$ cat config.mk
export PLATFORM = sky130hd
export DESIGN_NAME = round_ctrl
export DESIGN_NICKNAME = d
export VERILOG_FILES = /design/src/rtl/binary_game_pkg.sv /design/src/rtl/lfsr8.sv /design/src/rtl/round_ctrl.sv
export SDC_FILE = /design/constraint.sdc
export NUM_CORES = 1
export LEC_CHECK = 0
export ABC_AREA = 1
export CAP_MARGIN = 20
export CORE_ASPECT_RATIO = 1.4
export CORE_MARGIN = 2
export CORE_UTILIZATION = 50
export CTS_BUF_LIST = sky130_fd_sc_hd__clkbuf_8 sky130_fd_sc_hd__clkbuf_16
export DETAILED_ROUTE_END_ITERATION = 16
export GPL_TIMING_DRIVEN = 1
export PLACE_DENSITY = 0.8
export SLEW_MARGIN = 30
export SYNTH_ARGS = -nofsm -noshare
export SYNTH_HDL_FRONTEND = slang
export SYNTH_SLANG_ARGS = --single-unit
$ cat constraint.sdc
create_clock -name clk -period 2 [get_ports clk]
set_input_delay 0.4 -clock clk [delete_from_list [all_inputs] [get_ports clk]]
set_output_delay 0.4 -clock clk [all_outputs]
set_load 0.01 [all_outputs]
$ cat src/rtl/binary_game_pkg.sv
// Shared types and constants for the binary guessing game: FSM states,
// the 8-bit value width, and the LFSR feedback taps.
package binary_game_pkg;

  localparam int VAL_W = 8;

  // Taps for x^8 + x^6 + x^5 + x^4 + 1 (bits 7,5,4,3 of a left-shifting register)
  localparam logic [VAL_W-1:0] LFSR_TAPS = 8'hB8;

  typedef enum logic [2:0] {
    S_IDLE,
    S_LOAD,
    S_GUARD,
    S_PLAY,
    S_RESULT,
    S_OVER
  } state_t;

  function automatic logic [VAL_W-1:0] lfsr_step(input logic [VAL_W-1:0] v);
    return {v[VAL_W-2:0], ^(v & LFSR_TAPS)};
  endfunction

endpackage

$ cat src/rtl/lfsr8.sv
// Free-running 8-bit Fibonacci LFSR; a nonzero seed keeps it out of the
// all-zero lock-up state forever.
module lfsr8
  import binary_game_pkg::*;
(
  input  logic             clk,
  input  logic             rst,
  input  logic [VAL_W-1:0] seed,
  output logic [VAL_W-1:0] q
);

  always_ff @(posedge clk or posedge rst) begin
    if (rst) q <= seed;
    else     q <= lfsr_step(q);
  end

endmodule

$ cat src/rtl/round_ctrl.sv
// Round/game controller for the binary guessing game.
// Optional build macro HOLD_CONFIRM_EN: a match must persist CONFIRM_CYCLES cycles.
module round_ctrl
  import binary_game_pkg::*;
#(
  parameter int             ROUND_TICKS    = 10,
  parameter int             MAX_ROUNDS     = 8,
  parameter logic [VAL_W-1:0] LFSR_SEED    = 8'hA5,
  parameter int             CONFIRM_CYCLES = 4
) (
  input  logic             clk,
  input  logic             rst,
  input  logic             start,
  input  logic             tick,
  input  logic             is_equal,
  output logic [VAL_W-1:0] number,
  output logic [VAL_W-1:0] score,
  output logic [VAL_W-1:0] time_left,
  output logic [VAL_W-1:0] round_idx,
  output logic             playing,
  output logic             game_over,
  output logic             hit,
  output logic             miss
);

  localparam logic [VAL_W-1:0] TICKS_LOAD = VAL_W'(ROUND_TICKS);
  localparam logic [VAL_W:0]   ROUNDS_END = (VAL_W+1)'(MAX_ROUNDS);

  if (ROUND_TICKS < 1 || ROUND_TICKS > 255 || MAX_ROUNDS < 1 || MAX_ROUNDS > 255 ||
      CONFIRM_CYCLES < 1 || CONFIRM_CYCLES > 255 || LFSR_SEED == '0) begin : g_bad_cfg
    $error("round_ctrl: parameter out of range");
  end

  function automatic logic [VAL_W-1:0] sat_inc(input logic [VAL_W-1:0] v);
    return (v == '1) ? v : v + 1'b1;
  endfunction

  state_t           state, state_next;
  logic [VAL_W-1:0] lfsr_q;
  logic             guard_cnt;
  logic             match;
  logic             load, clear_game, dec, set_hit, set_miss, inc_round;
  logic             last_round;

  lfsr8 u_lfsr (
    .clk  (clk),
    .rst  (rst),
    .seed (LFSR_SEED),
    .q    (lfsr_q)
  );

`ifdef HOLD_CONFIRM_EN
  localparam logic [VAL_W-1:0] HOLD_LAST = VAL_W'(CONFIRM_CYCLES - 1);
  logic [VAL_W-1:0] hold_cnt;

  assign match = is_equal && (hold_cnt == HOLD_LAST);

  // Counts consecutive matching PLAY cycles; any gap or leaving PLAY restarts it.
  always_ff @(posedge clk or posedge rst) begin
    if (rst)
      hold_cnt <= '0;
    else if (state == S_PLAY && state_next == S_PLAY && is_equal)
      hold_cnt <= hold_cnt + 1'b1;
    else
      hold_cnt <= '0;
  end
`else
  assign match = is_equal;
`endif

  assign last_round = ({1'b0, round_idx} + 1'b1) == ROUNDS_END;
  assign playing    = (state == S_GUARD) || (state == S_PLAY);
  assign game_over  = (state == S_OVER);

  always_ff @(posedge clk or posedge rst) begin
    if (rst) state <= S_IDLE;
    else     state <= state_next;
  end

  always_comb begin
    state_next = state;
    load       = 1'b0;
    clear_game = 1'b0;
    dec        = 1'b0;
    set_hit    = 1'b0;
    set_miss   = 1'b0;
    inc_round  = 1'b0;
    case (state)
      S_IDLE, S_OVER: begin
        if (start) begin
          state_next = S_LOAD;
          clear_game = 1'b1;
        end
      end
      S_LOAD: begin
        load       = 1'b1;
        state_next = S_GUARD;
      end
      S_GUARD: begin
        if (guard_cnt) state_next = S_PLAY;
      end
      S_PLAY: begin
        dec = tick && (time_left != '0);
        if (match) begin
          set_hit    = 1'b1;
          state_next = S_RESULT;
        end else if (tick && time_left == VAL_W'(1)) begin
          set_miss   = 1'b1;
          state_next = S_RESULT;
        end
      end
      S_RESULT: begin
        inc_round  = 1'b1;
        state_next = last_round ? S_OVER : S_LOAD;
      end
      default: state_next = S_IDLE;
    endcase
  end

  // Datapath registers; reset clears everything so an abandoned round leaves no pulse.
  always_ff @(posedge clk or posedge rst) begin
    if (rst) begin
      number    <= '0;
      score     <= '0;
      time_left <= '0;
      round_idx <= '0;
      hit       <= 1'b0;
      miss      <= 1'b0;
      guard_cnt <= 1'b0;
    end else begin
      hit       <= set_hit;
      miss      <= set_miss;
      guard_cnt <= (state == S_GUARD) && !guard_cnt;
      if (load) begin
        number    <= lfsr_q;
        time_left <= TICKS_LOAD;
      end else if (dec) begin
        time_left <= time_left - 1'b1;
      end
      if (clear_game)   score <= '0;
      else if (set_hit) score <= sat_inc(score);
      if (clear_game)     round_idx <= '0;
      else if (inc_round) round_idx <= sat_inc(round_idx);
    end
  end

endmodule

==> impl_table.tex, run 1 <==
\begin{tabular}{lr}
\hline
Metric & Value \\
\hline
\multicolumn{2}{l}{\textbf{Run status}} \\
\quad Status & complete, no violations \\
\multicolumn{2}{l}{\textbf{Worst setup path}} \\
\quad CP Launch Type & flop \\
\quad Capturing element type of the critical path & output port \\
\quad Worst path required time & 1600 ps \\
\quad Setup Crit Path Kind & flop to output port \\
\quad Critical path fanouts, max & 4 \\
\quad CP arrival & 1490 ps \\
\multicolumn{2}{l}{\textbf{Global routing}} \\
\quad Aggregate global-route resource usage & 0.195 \\
\quad Met2 Use GR & 0.333 \\
\quad GRT met1 Usage & 0.246 \\
\quad Wire length of the first global-routing pass & 7730 um \\
\quad GRT overflow & 0 \\
\quad Fraction of met3 tracks used by global routing & 0.0341 \\
\quad Number of global-route vias before repair & 1803 \\
\quad Grt peak-use layer & met2 \\
\quad Initial antenna violation count & 0 \\
\quad Pin count of the biggest net entering global routing & 23 \\
\multicolumn{2}{l}{\textbf{Die}} \\
\quad I/O pins & 41 \\
\quad Core region area & roughly 4500 um\^{}2 \\
\quad Width of the chip & 60.9 um \\
\quad Placement Rows & 29 \\
\quad Initial Utilization & 0.508 \\
\quad DIE HEIGHT & 83.7 um \\
\quad Total die area & 5090 um\^{}2 \\
\multicolumn{2}{l}{\textbf{Logic synthesis}} \\
\quad Proportion of synthesized chip area in sequential cells & 0.510 \\
\quad Synthesized net count & $\sim$280 \\
\quad Cell types occupying the most area after synthesis & sky130\_fd\_sc\_hd\_\_dfrtp\_1 (46\%), sky130\_fd\_sc\_hd\_\_nand2\_1 (13\%), sky130\_fd\_sc\_hd\_\_nand3\_1 (5.5\%) \\
\quad Post-synthesis cell type count & 29 \\
\quad Cells after Synth & 273 \\
\quad Syn Area/Cell & between 8 and 9 um\^{}2 \\
\quad Flip-flop and latch count after synthesis & 46 \\
\quad Fraction of synthesized cell area taken by the top area cell type & 0.464 \\
\quad Post-synthesis cell type with the largest combined area & sky130\_fd\_sc\_hd\_\_dfrtp\_1 \\
\quad Count of yosys warnings during synthesis & 0 \\
\quad Commonest register cell after synthesis & sky130\_fd\_sc\_hd\_\_dfrtp\_1 \\
\quad Synthesized cell area & between 2000 and 2500 um\^{}2 \\
\quad EDFF count, synth & 0 \\
\quad Share of synthesized registers carrying an async set or reset & 1.00 \\
\multicolumn{2}{l}{\textbf{Detailed routing}} \\
\quad Final routed DRC violation total & 0 \\
\quad Starting DRC count in detailed routing & 105 \\
\quad DR vias/cell & 4.95 \\
\quad Total Wirelength & 4510 um \\
\quad Average wire length per cell after detail routing & 11.7 um \\
\quad Via count & 1904 \\
\quad TritonRoute pass-1 iters & 4 \\
\quad Final antenna-violating net count & 0 \\
\multicolumn{2}{l}{\textbf{Flow run}} \\
\quad Number of max-cap violations & 0 \\
\multicolumn{2}{l}{\textbf{Placement}} \\
\quad Gp weighted congestion & 0.896 \\
\quad Placed Cells & between 300 and 400 \\
\quad Post-DP HPWL & 3390 um \\
\quad Input/output buffers & 40 \\
\multicolumn{2}{l}{\textbf{Power and ir drop}} \\
\quad Total power divided by cell area & 1030 nW/um\^{}2 \\
\quad IR drop worst, VDD & between 0.5 and 0.6 mV \\
\quad Leakage power total & 1.39 nW \\
\multicolumn{2}{l}{\textbf{Layout}} \\
\quad Most frequent cells in the layout & sky130\_fd\_sc\_hd\_\_nand2\_1 (80), sky130\_fd\_sc\_hd\_\_dfrtp\_1 (41), sky130\_fd\_sc\_hd\_\_clkdlybuf4s50\_1 (40), sky130\_fd\_sc\_hd\_\_inv\_1 (32), sky130\_fd\_sc\_hd\_\_nand3\_1 (25) \\
\quad Most common library cell in the layout ignoring fill and taps & sky130\_fd\_sc\_hd\_\_nand2\_1 \\
\quad Area growth from synthesis to layout & 26.3\% \\
\quad Final core utilization & 0.641 \\
\quad Layout cells sized above 1 & 0.0929 \\
\quad Non-filler cells in the finished layout & 385 \\
\quad Number of antenna diodes & 0 \\
\quad Net count reported at finish & about 330 \\
\multicolumn{2}{l}{\textbf{Clock tree}} \\
\quad Number of buffers on the longest clock path & 2 \\
\quad H-tree levels & 2 \\
\quad \# clock sinks & 46 \\
\quad Post-cts hold buffer count & 0 \\
\quad CTS clock-pin slew for the worst setup and hold paths & 90 ps \\
\quad Clock latency on the worst-skew pair & 290 ps \\
\quad CTS tree & built \\
\quad Number of buffers created by CTS & 5 \\
\quad CTS root buffer & sky130\_fd\_sc\_hd\_\_clkbuf\_8 \\
\multicolumn{2}{l}{\textbf{Timing}} \\
\quad Setup repair after global routing missed its margin & false \\
\quad Final Max Tran Viols & 0 \\
\quad Setup\_tns & 0 ps \\
\quad Final worst path period need & 1890 ps \\
\quad Final hold vios & 0 \\
\quad Fraction of the cycle the final worst path needs & 0.944 \\
\quad Final setup vio count & 0 \\
\quad Timing-limited maximum frequency & 529 MHz \\
\quad Max Clock Skew & around 4.7 ps \\
\quad Headroom to the max-slew limit & 0.743 \\
\quad Slew at the pin with the worst max-slew slack & 385 ps \\
\multicolumn{2}{l}{\textbf{Hold path}} \\
\quad Type of the worst min-delay path & primary input to asynchronous set/reset pin \\
\hline
\end{tabular}
critical path, stage by stage (launching register included):
cell                              delay [ps]
sky130_fd_sc_hd__dfrtp_1                 400
sky130_fd_sc_hd__inv_2                   100
sky130_fd_sc_hd__nand3_1                 100
sky130_fd_sc_hd__inv_1                    70
sky130_fd_sc_hd__clkdlybuf4s50_1         530
stage by stage:
| stage | cell area [um^2] | setup slack [ps] | power (mW) | hold WS, ps |
|---|---|---|---|---|
| 2_1_floorplan | 2270 | 463 | 1.89 | 355 |
| 6_report | 2860 | 111 | 2.95 | 310 |
| 5_1_grt | 2860 | 43.3 | 3.15 | 315 |
| 4_1_cts | 2860 | 43.3 | 2.97 | 311 |
| 3_3_place_gp | 2750 | 307 | 2.26 | 361 |
| 3_5_place_dp | 2750 | 233 | 2.29 | 365 |
synth_stat cells, types with 4 or more instances:
library cell / n
sky130_fd_sc_hd__nand2_1: 80
sky130_fd_sc_hd__dfrtp_1: 42
sky130_fd_sc_hd__inv_1: 33
sky130_fd_sc_hd__nand3_1: 25
sky130_fd_sc_hd__nor2_1: 20
sky130_fd_sc_hd__o21ai_0: 14
sky130_fd_sc_hd__nand4_1: 7
sky130_fd_sc_hd__o21ai_1: 5
sky130_fd_sc_hd__xor2_1: 5
sky130_fd_sc_hd__dfstp_2: 4
sky130_fd_sc_hd__ha_1: 4
sky130_fd_sc_hd__nand3b_1: 4
sky130_fd_sc_hd__nor3_1: 4
cell families after synthesis:
kind of cell | synth area share
XOR/XNOR | 0.0309
adder cells (fa/ha/maj) | 0.0221
flip-flops | 0.510
AND/OR/NAND/NOR | 0.298
buffers and inverters | 0.0712
AO/OA/AOI/OAI | 0.0674
state kept, by name (all words and copies together), names as in the netlist:
signal,flops
time_left,8
miss,1
round_idx,8
guard_cnt,1
number,8
hit,1
score,8
u_lfsr.q,8
state,3
timing repair:
item	4_1_cts	5_1_grt
gates resized for setup	0	2
setup buffers	0	0
endpoints found under the setup margin	0	1
hold endpoints to repair	0	0
worst paths after layout:
check / start / to / slack [ps] / cells past startpoint
setup / recovery: state[1] / game_over / 110 / 4
setup reg to reg: time_left[0] / time_left[3] / 290 / 8
hold / removal: rst / u_lfsr.q[1] / 310 / 2
min in group clk: u_lfsr.q[1] / u_lfsr.q[2] / 380 / 0
hold reg to reg: u_lfsr.q[1] / u_lfsr.q[2] / 380 / 0
max in group asynchronous: rst / state[2] / 1140 / 3
metal layers:
layer | vias to the layer above | share of wire
met4 | 0 | 0.0069
met1 | 891 | 0.44
met5 | - | 0
li1 | 973 | -
met2 | 36 | 0.52
met3 | 4 | 0.034
area by class of cell:
class	instances	area, um^2
Clock buffer	5	68.8
Inverter	35	131
Multi-Input combinational cell	189	948
Tap cell	62	77.6
Fill cell	395	1600
Timing Repair Buffer	45	438
Sequential cell	46	1160
Clock inverter	3	41.3
power breakdown:
group | total, mW | switching (mW) | internal, mW
Clock | 0.677 | 0.309 | 0.368
Combinational | 1.06 | 0.627 | 0.432
Sequential | 1.21 | 0.147 | 1.07
No activity file was read; power rests on OpenSTA's default activity.
==> run 2, diff against run 1 <==
Settings changed: GPL_ROUTABILITY_DRIVEN set to 1, SLEW_MARGIN 30 to 20.
==> results of run 2 <==
No change in the layout: final DEF, timing and power equal those of run 1.
